==> config.mk <==
export PLATFORM = sky130hd
export DESIGN_NAME = alu_result_log
export DESIGN_NICKNAME = d
export VERILOG_FILES = /design/src/rtl/alu_pkg.sv /design/src/rtl/edge_rise.sv /design/src/rtl/alu_result_log.sv
export SDC_FILE = /design/constraint.sdc
export NUM_CORES = 1
export LEC_CHECK = 0
export ABC_AREA = 1
export CORE_MARGIN = 4
export CORE_UTILIZATION = 50
export CTS_BUF_LIST = sky130_fd_sc_hd__clkbuf_2 sky130_fd_sc_hd__clkbuf_4 sky130_fd_sc_hd__clkbuf_8
export CTS_CLUSTER_SIZE = 40
export DETAILED_ROUTE_END_ITERATION = 10
export GPL_TIMING_DRIVEN = 1
export PLACE_DENSITY = 0.76
export SYNTH_ARGS = -nofsm -noshare
export SYNTH_HDL_FRONTEND = slang
export SYNTH_SLANG_ARGS = --single-unit
==> constraint.sdc <==
create_clock -name CLK50M -period 3.9 [get_ports CLK50M]
set_clock_uncertainty 0.1 [all_clocks]
set_input_delay 1.17 -clock CLK50M [delete_from_list [all_inputs] [get_ports CLK50M]]
set_output_delay 1.17 -clock CLK50M [all_outputs]
set_load 0.02 [all_outputs]
==> src/rtl/alu_pkg.sv <==
// Shared types and constants for the ALU result log: occupancy FSM states and flag bit positions.
package alu_pkg;

  typedef enum logic [1:0] {
    S_EMPTY = 2'd0,
    S_PART  = 2'd1,
    S_FULL  = 2'd2
  } occ_state_e;

  localparam int unsigned FLAG_W   = 4;
  localparam int unsigned FLAG_V   = 3;
  localparam int unsigned FLAG_C   = 2;
  localparam int unsigned FLAG_NEG = 1;
  localparam int unsigned FLAG_Z   = 0;

endpackage

==> src/rtl/edge_rise.sv <==
// One-register rising-edge detector; rise_c is high in the cycle d goes 0->1.
module edge_rise (
  input  logic clk,
  input  logic rst_n,
  input  logic d,
  output logic rise_c
);

  logic d_q;

  always_ff @(posedge clk or negedge rst_n) begin
    if (!rst_n) d_q <= 1'b0;
    else        d_q <= d;
  end

  assign rise_c = d & ~d_q;

endmodule

==> src/rtl/alu_result_log.sv <==
// Circular log of recent ALU results with a scrollable view; STEP walks toward older entries.
// Build option: define ALU_LOG_FLAGS_EN to store and show the {V,C,Neg,Z} flags per entry.
module alu_result_log
  import alu_pkg::*;
#(
  parameter int unsigned N     = 8,
  parameter int unsigned DEPTH = 4
) (
  input  logic                     CLK50M,
  input  logic                     RSTb,
  input  logic                     WR,
  input  logic [N-1:0]             DIN,
  input  logic [3:0]               FLAGS_IN,
  input  logic                     STEP,
  input  logic                     CLR,
  output logic [N-1:0]             DOUT,
  output logic [3:0]               FLAGS_OUT,
  output logic [$clog2(DEPTH)-1:0] IDX,
  output logic [$clog2(DEPTH):0]   COUNT,
  output logic                     EMPTY,
  output logic                     FULL
);

  localparam int unsigned AW = $clog2(DEPTH);
  localparam int unsigned CW = AW + 1;
`ifdef ALU_LOG_FLAGS_EN
  localparam int unsigned EW = N + FLAG_W;
`else
  localparam int unsigned EW = N;
`endif

  occ_state_e    state, state_d;
  logic [AW-1:0] wr_ptr, wr_ptr_d;
  logic [CW-1:0] count_q, count_d;
  logic [AW-1:0] idx_q, idx_d;
  logic          wr_en;
  logic          step_rise;
  logic [EW-1:0] mem [DEPTH];
  logic [EW-1:0] entry;
  logic [AW-1:0] rd_addr;
  logic [EW-1:0] rd_data;

  edge_rise u_step_edge (
    .clk    (CLK50M),
    .rst_n  (RSTb),
    .d      (STEP),
    .rise_c (step_rise)
  );

  always_ff @(posedge CLK50M or negedge RSTb) begin
    if (!RSTb) begin
      state   <= S_EMPTY;
      wr_ptr  <= '0;
      count_q <= '0;
      idx_q   <= '0;
    end else begin
      state   <= state_d;
      wr_ptr  <= wr_ptr_d;
      count_q <= count_d;
      idx_q   <= idx_d;
    end
  end

  // Clear beats write, write beats a scroll edge.
  always_comb begin
    state_d  = state;
    wr_ptr_d = wr_ptr;
    count_d  = count_q;
    idx_d    = idx_q;
    wr_en    = 1'b0;
    if (CLR) begin
      state_d  = S_EMPTY;
      wr_ptr_d = '0;
      count_d  = '0;
      idx_d    = '0;
    end else if (WR) begin
      wr_en    = 1'b1;
      wr_ptr_d = wr_ptr + AW'(1);
      idx_d    = '0;
      case (state)
        S_EMPTY: begin
          state_d = S_PART;
          count_d = CW'(1);
        end
        S_PART: begin
          count_d = count_q + CW'(1);
          if (count_q == CW'(DEPTH - 1)) state_d = S_FULL;
        end
        default: count_d = CW'(DEPTH);
      endcase
    end else if (step_rise) begin
      if (count_q <= CW'(1))                         idx_d = '0;
      else if ({1'b0, idx_q} == count_q - CW'(1))    idx_d = '0;
      else                                           idx_d = idx_q + AW'(1);
    end
  end

`ifdef ALU_LOG_FLAGS_EN
  assign entry = {DIN, FLAGS_IN};
`else
  assign entry = DIN;
  logic unused_flags_in;
  assign unused_flags_in = ^FLAGS_IN;
`endif

  // Storage needs no reset: an empty log masks whatever the array holds.
  always_ff @(posedge CLK50M) begin
    if (wr_en) mem[wr_ptr] <= entry;
  end

  assign rd_addr = wr_ptr - AW'(1) - idx_q;
  assign rd_data = mem[rd_addr];

  assign EMPTY = (state == S_EMPTY);
  assign FULL  = (state == S_FULL);
  assign COUNT = count_q;
  assign IDX   = idx_q;
  assign DOUT  = EMPTY ? '0 : rd_data[EW-1 -: N];
`ifdef ALU_LOG_FLAGS_EN
  assign FLAGS_OUT = EMPTY ? 4'b0000 : rd_data[FLAG_W-1:0];
`else
  assign FLAGS_OUT = 4'b0000;
`endif

endmodule

==> results.toml, run 1 <==
[clocking]
cts_setup_buffers = 0
cts_buffers = 5
cts_max_path_buffers = 2
cts.sinks = 42
clk_latency_ns = 0.29
cts_resized = 0
hold_buffers = 0
clkTransAtPathRegs_ns = 0.08
cts_tree = "done"
root_buffer = "clkbuf_8"
cts_max_level = 2

[detailed_routing]
wire_per_inst_um = 13.60
first_iter_violations = 102
totalWireLength_um = 3645
drc = 0
first_pass_iters = 4
via_count = 1336
drt-vias-per-instance = 4.985
ant_nets = 0

[synth]
syn_area_per_cell_um2 = 10.98
synth_edf_count = 32
synthTopCellsByCount = "39 x nand2_1, 32 x edfxtp_1, 24 x nor2_1"
synthesis.area_um2 = 2019
synth_area_leaders = "edfxtp_1 48%, dfrtp_1 12%, nand2_1 7.2%, ha_1 5.6%, mux2_2 4.5%"
yosys.area.top_type = "edfxtp_1"
synthCells = 184
async_flop_share_pct = 23.81
synth_ff_type = "edfxtp_1"
yosysTopAreaCellShare_pct = 47.58
yosysWarnings = 0
synth-seq-cells = 42
synth_cell_types = 23
post-synth-top-count-cell = "nand2_1"
yosysSeqAreaShare_pct = 59.98

[worst_hold_path]
hold_path.class = "flop to flop"
worstHoldPathCells = 3

[power]
total_power_mw = 1.152
ir_drop_uv = 314.4
power_density_nw_per_um2 = 465.5
leakagePower_nw = 1.059

[setup_path]
cp-start-kind = "flop"
critical_path_class = "flop to output port"
cp.depth = 7
path_cells = "inv_1 -> ha_1 -> buf_4 -> mux2_2 -> nor2_1 -> nor2_2 -> clkdlybuf4s50_1"
rr_worst_depth = 8
slowest_stage = "clkdlybuf4s50_1"
arrival_ns = 2.43
worstPathRequired_ns = 2.63
slowest_delay_ns = 0.53
path_max_fanout = 16
cp-end-kind = "output port"
crit_family = "buffers and inverters"
path_buf_inv = 3

[sta]
fmax_mhz = 270.5
setup_viol = 0
finalMaxSlewViolations = 0
period_share_pct = 94.77
final-hold-violation-count = 0
min_period_ns = 3.696
tns_ns = 0
setup_ws_ns = 0.2038
rsz0062_at_grt = "false"

[die]
die_w_um = 71.55
die_area_um2 = 5119
start_util_pct = 53.55
core_area_um2 = 3771
num_rows = 22
ios = 36
die_h_um = 71.55

[global_route]
antenna_found_initial = 0
groute.usage.overall_pct = 15.58
grt_max_degree = 17
grt_pass1_vias = 1335
grt-ovfl-total = 0
grt_pass1_wl_um = 6072

[finish]
final_nets = 245
drive_gt1_share_pct = 11.82
syn_to_final_growth_pct = 22.55
antennaDiodeCount = 0

[place]
pre_cts_ws_ns = 0.5081
gp_congestion = 0.8194
dp_hpwl_um = 2684
port_buffers = 27

[run]
drv_cap = 0

[run_status]
status = "finished clean"
-- through the flow --
stage | area (um^2) | instances | hold slack [ns] | util, %
floorplan | 2031 | 187 | 0.4101 | -
global placement | 2337 | 260 | 0.4263 | 61.98
detailed placement | 2337 | 260 | 0.4545 | 61.98
CTS | 2475 | 268 | 0.4650 | 65.63
global route | 2475 | 268 | 0.4897 | 65.63
finish | 2475 | 268 | 0.4708 | 65.63
-- tightest hold or removal path, stage by stage (launching register included) --
cell and delay [ns]:
dfrtp_1 0.36, nor2_1 0.05, nand3_1 0.07, a21oi_1 0.06
-- cells by family after synthesis --
kind of cell | share of synthesized area [%]
AOI/OAI and AO/OA | 2.602
xor gates and xnor gates | 0.8676
adders and majority gates | 5.576
buffers and inverters | 7.125
DFF | 59.98
muxes | 8.427
other | 0.1857
and+or+nand+nor | 15.24
-- cell usage in the layout, fill, tap and decap left out, drive strengths merged --
cell / instances
inv: 21
nor2: 27
o21ai: 6
clkbuf: 5
conb: 4
xor2: 1
mux2i: 8
xnor2: 1
ha: 9
nand2: 41
mux2: 8
nand3: 7
clkinv: 2
clkdlybuf4s50: 27
bufinv: 2
dfrtp: 10
buf: 5
a211oi: 1
edfxtp: 32
a21oi: 3
-- routing by layer --
metal  vias up  GRT usage (%)  wire length [um]
li1        663              -                 -
met1       635          18.69              1490
met2        36          26.73              1932
met3         2          3.506               181
met4         0          6.889                40
met5         -              0                 0
-- state kept, by name (all words and copies together) (netlist names) --
| register | cells |
|---|---|
| COUNT | 3 |
| IDX | 2 |
| u_step_edge.d_q | 1 |
| mem | 32 |
| wr_ptr | 2 |
| state | 2 |
-- area by class of cell --
| class | count | area [um^2] |
|---|---|---|
| Fill cell | 285 | 1296 |
| Sequential cell | 42 | 1211 |
| Multi-Input combinational cell | 116 | 675.6 |
| Timing Repair Buffer | 32 | 307.8 |
| Inverter | 22 | 82.58 |
| Clock buffer | 5 | 68.82 |
| Clock inverter | 3 | 68.82 |
| Tap cell | 48 | 60.06 |
-- path summary, 6_finish.rpt --
| kind | from | endpoint | slack, ns |
|---|---|---|---|
| setup / recovery | IDX[0]$_DFFE_PN0P_ | DOUT[4] | 0.20 |
| hold / removal | u_step_edge.d_q$_DFF_PN0_ | IDX[0]$_DFFE_PN0P_ | 0.47 |
| setup reg to reg | COUNT[0]$_DFFE_PN0P_ | IDX[0]$_DFFE_PN0P_ | 2.35 |
| hold reg to reg | u_step_edge.d_q$_DFF_PN0_ | IDX[0]$_DFFE_PN0P_ | 0.47 |
| max in group asynchronous | RSTb | wr_ptr[0]$_DFFE_PN0P_ | 2.27 |
| min in group asynchronous | RSTb | COUNT[0]$_DFFE_PN0P_ | 1.10 |
-- report_power, final --
part	switching (mW)	internal, mW	leakage (nW)
clock network	0.147	0.256	0.0683
logic	0.133	0.107	0.568
registers	0.0112	0.497	0.423
total	0.291	0.861	1.06
(Power assumes the default switching activity.)
==> run 2, diff against run 1 <==
--- a/config.mk
+++ b/config.mk
@@ -11,8 +11,8 @@
 export CTS_BUF_LIST = sky130_fd_sc_hd__clkbuf_2 sky130_fd_sc_hd__clkbuf_4 sky130_fd_sc_hd__clkbuf_8
 export CTS_CLUSTER_SIZE = 40
 export DETAILED_ROUTE_END_ITERATION = 10
+export DONT_BUFFER_PORTS = 1
 export GPL_TIMING_DRIVEN = 1
-export PLACE_DENSITY = 0.76
 export SYNTH_ARGS = -nofsm -noshare
 export SYNTH_HDL_FRONTEND = slang
 export SYNTH_SLANG_ARGS = --single-unit
==> results.toml, run 2 (synthesis gave the netlist of run 1 again) <==
[run_status]
status = "finished clean"

[setup_path]
worstPathRequired_ns = 2.63
path_cells = "inv_1 -> ha_1 -> buf_4 -> mux2_2 -> nor2_2 -> nor2_1"
critical_path_class = "flop to output port"
slowest_stage = "dfrtp_1"
slowest_delay_ns = 0.52
cp-start-kind = "flop"
r2r_start = "wr_ptr[0]$_DFFE_PN0P_"
path_buf_inv = 2
path_max_fanout = 16
cp-end-kind = "output port"
crit_family = "flip-flops"
arrival_ns = 2.13
critPathLaunch = "IDX[0]$_DFFE_PN0P_"

[clocking]
cts_max_path_buffers = 2
cts_buffers = 5
root_buffer = "clkbuf_8"
cts_setup_buffers = 0
clk_latency_ns = 0.29
clkTransAtPathRegs_ns = 0.07
cts.sinks = 42
cts_resized = 0
hold_buffers = 0
cts_max_level = 2
cts_tree = "done"

[worst_hold_path]
min-delay-start = "u_step_edge.d_q$_DFF_PN0_"
hold_path.class = "flop to flop"

[finish]
antennaDiodeCount = 0
layout_common_cells = "39 x nand2_1, 32 x edfxtp_1, 24 x nor2_1"
final_common_cell = "nand2_1"
drive_gt1_share_pct = 11.64
n_fill_cell = 308
final_nets = 214
largest_reg_flops = 32
syn_to_final_growth_pct = 6.505
top_register = "mem"

[sta]
worst_pin_slew_ns = 0.8628
setup_ws_ns = 0.4953
relSlewSlack_pct = 42.27
period_share_pct = 87.30
rsz0062_at_grt = "false"
whs_ns = 0.4569
setup_viol = 0
final-hold-violation-count = 0
fmax_mhz = 293.7
tns_ns = 0
finalMaxSlewViolations = 0
min_period_ns = 3.405

[global_route]
groute.usage.overall_pct = 14.94
grt_pass1_wl_um = 5775
grt_pass1_vias = 1214
grt_max_degree = 17
antenna_found_initial = 0
grt-ovfl-total = 0

[place]
dp_hpwl_um = 2370
pre_cts_ws_ns = 0.8053
gp_congestion = 0.6955
port_buffers = 0

[die]
die_h_um = 71.55
core_area_um2 = 3771
ios = 36
num_rows = 22
die_area_um2 = 5119
start_util_pct = 53.55
die_w_um = 71.55

[power]
p_switching_mw = 0.2737
p_int_mw = 0.7624
combPwrFrac_pct = 17.5
leakagePower_nw = 0.9238
ir_drop_uv = 325.3
power_density_nw_per_um2 = 481.7
power_frac_seq_pct = 49.7
netSwitchingFraction_pct = 26.42
p_clk_share_pct = 32.8

[run]
drv_cap = 0

[detailed_routing]
wire_per_inst_um = 14.35
drc = 0
via_count = 1207
drt-vias-per-instance = 5.093
first_pass_iters = 4
ant_nets = 0
first_iter_violations = 69
totalWireLength_um = 3401
[run 2: worst min-delay path: stages (launching register included)]
cell     delay [ns]
dfrtp_1        0.35
nor2_1         0.05
nand3_1        0.07
a21oi_1        0.06
[run 2: worst paths after layout]
kind	to	slack, ns	cells after the start
worst min register to register	IDX[0]$_DFFE_PN0P_	0.46	3
worst min-delay path	IDX[0]$_DFFE_PN0P_	0.46	3
worst max register to register	mem[2][5]$_DFFE_PP_	2.00	4
min in group asynchronous	COUNT[1]$_DFFE_PN0P_	0.47	0
worst max-delay path	DOUT[5]	0.50	6
max in group asynchronous	IDX[1]$_DFFE_PN0P_	3.16	0
[run 2: cell type report]
cell class	instances	area, um^2	share of cell area, %
Multi-Input combinational cell	116	675.6	31.41
Clock buffer	6	76.32	3.549
Inverter	22	82.58	3.839
Tap cell	48	60.06	2.792
Clock inverter	2	37.54	1.745
Sequential cell	42	1211	56.31
Timing Repair Buffer	1	7.507	0.3490
[run 2: through the flow]
step	utilization (%)	instance area (um^2)	total power [mW]	instances
6_report	57.03	2151	1.036	237
5_1_grt	57.03	2151	1.092	237
4_1_cts	57.03	2151	1.045	237
3_5_place_dp	54.01	2037	0.7083	229
3_3_place_gp	54.01	2037	0.7006	229
2_1_floorplan	-	2031	0.6909	187
[run 2: metal layers]
metal,global-route usage [%],up-vias,part of all wire [%],routed length [um]
li1,-,600,-,-
met1,18.84,569,44,1508
met2,23.67,34,47,1592
met3,4.909,4,7.4,250
met4,6.263,0,1.5,50
met5,0,-,0,0
[run 2: power groups by stage]
stage	logic, mW	clock network, mW	registers [mW]
detailed placement	0.183	0	0.525
global placement	0.177	0	0.524
CTS	0.184	0.345	0.515
finish	0.181	0.340	0.515
global route	0.205	0.370	0.517
floorplan	0.170	0	0.521
==> run 3, diff against run 2 <==
--- a/config.mk
+++ b/config.mk
@@ -6,7 +6,7 @@
 export NUM_CORES = 1
 export LEC_CHECK = 0
 export ABC_AREA = 1
-export CORE_MARGIN = 4
+export CORE_MARGIN = 1.5
 export CORE_UTILIZATION = 50
 export CTS_BUF_LIST = sky130_fd_sc_hd__clkbuf_2 sky130_fd_sc_hd__clkbuf_4 sky130_fd_sc_hd__clkbuf_8
 export CTS_CLUSTER_SIZE = 40
==> results.toml, run 3 (synthesis gave the netlist of run 1 again) <==
[power]
power_density_nw_per_um2 = 482.2
leakagePower_nw = 0.9275
ir_drop_uv = 317.1
total_power_mw = 1.037

[detailed_routing]
drt-vias-per-instance = 5.038
first_pass_iters = 4
drc = 0
wire_per_inst_um = 13.98
via_count = 1194
totalWireLength_um = 3314
first_iter_violations = 44
ant_nets = 0

[setup_path]
cp-end-kind = "output port"
cp-start-kind = "flop"
worstPathRequired_ns = 2.63
arrival_ns = 2.13
path_max_fanout = 16
critical_path_class = "flop to output port"

[global_route]
grt_pass1_wl_um = 5478
antenna_found_initial = 0
grt_max_degree = 17
groute.usage.overall_pct = 17.19
grt_pass1_vias = 1158
grt-ovfl-total = 0

[sta]
finalMaxSlewViolations = 0
relSlewSlack_pct = 44.79
final-hold-violation-count = 0
period_share_pct = 87.11
fmax_mhz = 294.4
tns_ns = 0
min_period_ns = 3.397
rsz0062_at_grt = "false"
worst_pin_slew_ns = 0.8251
setup_viol = 0

[run]
drv_cap = 0

[finish]
largest_reg_flops = 32
n_fill_cell = 320
top_register = "mem"
syn_to_final_growth_pct = 6.444
drive_gt1_share_pct = 11.64
final_nets = 214
final_common_cell = "nand2_1"
antennaDiodeCount = 0
layout_common_cells = "39 x nand2_1, 32 x edfxtp_1, 24 x nor2_1"

[clocking]
cts_buffers = 5
cts_max_path_buffers = 2
clk_latency_ns = 0.29
clkTransAtPathRegs_ns = 0.08
cts_max_level = 2
cts.sinks = 42
cts_tree = "done"
root_buffer = "clkbuf_8"
cts_resized = 0
hold_buffers = 0
cts_setup_buffers = 0

[place]
dp_hpwl_um = 2294
port_buffers = 0
gp_congestion = 0.7748

[run_status]
status = "finished clean"

[die]
ios = 36
die_w_um = 66.55
die_area_um2 = 4429
start_util_pct = 53.55
die_h_um = 66.55
core_area_um2 = 3771
num_rows = 22

[worst_hold_path]
hold_path.class = "input pin to async pin"
[run 3: cell count changes in the layout (fill, tap and decap cells not counted)]
cell	before	now
clkbuf_4	1	0
clkinv_2	0	1
clkinvlp_4	1	0
inv_6	0	1
[run 3: final cells by class]
| class | instances | area, um^2 | share of cell area [%] |
|---|---|---|---|
| Timing Repair Buffer | 1 | 7.507 | 0.3492 |
| Clock buffer | 5 | 68.82 | 3.201 |
| Sequential cell | 42 | 1211 | 56.34 |
| Tap cell | 48 | 60.06 | 2.794 |
| Inverter | 22 | 82.58 | 3.842 |
| Clock inverter | 3 | 43.79 | 2.037 |
| Multi-Input combinational cell | 116 | 675.6 | 31.43 |
[run 3: metal layers]
metal	vias up	track usage [%]	wire length, um
met2	30	27.25	1491
met3	6	5.236	211
met5	-	0	0
met4	0	6.633	42
met1	558	22.12	1567
li1	600	-	-
[run 3: critical path, cell delays in order (launching register included)]
cell	delay [ns]
dfrtp_1	0.52
inv_1	0.14
ha_1	0.31
buf_4	0.22
mux2_2	0.26
nor2_2	0.03
nor2_1	0.36
[run 3: per-stage QoR]
step / instances / hold WS [ns] / worst slack (ns) / area [um^2] / utilization [%]
6_report: 237 / 0.4609 / 0.5028 / 2150 / 57.00
5_1_grt: 237 / 0.4490 / 0.3846 / 2150 / 57.00
4_1_cts: 237 / 0.4568 / 0.4830 / 2150 / 57.00
3_5_place_dp: 229 / 0.4455 / 0.8130 / 2037 / 54.01
3_3_place_gp: 229 / 0.4305 / 0.8351 / 2037 / 54.01
2_1_floorplan: 187 / 0.4101 / 0.9243 / 2031 / -
[run 3: path summary, 6_finish.rpt]
path                                           startpoint  slack (ns)                   end  depth (start not counted)
worst max register to register      wr_ptr[0]$_DFFE_PN0P_        2.04   mem[0][6]$_DFFE_PP_                          4
worst min register to register  u_step_edge.d_q$_DFF_PN0_        0.46    IDX[0]$_DFFE_PN0P_                          3
worst min-delay path                                 RSTb        0.46  COUNT[2]$_DFFE_PN0P_                          0
max in group asynchronous                            RSTb        3.16    IDX[1]$_DFFE_PN0P_                          0
min in group CLK50M             u_step_edge.d_q$_DFF_PN0_        0.46    IDX[0]$_DFFE_PN0P_                          3
worst max-delay path                   IDX[0]$_DFFE_PN0P_        0.50               DOUT[5]                          6
[run 3: where the power goes]
group	leakage (nW)	total [mW]	internal (mW)	switching (mW)
Combinational	0.446	0.181	0.0668	0.114
Sequential	0.423	0.514	0.498	0.0166
Clock	0.0585	0.342	0.192	0.150
Total	0.928	1.04	0.756	0.280
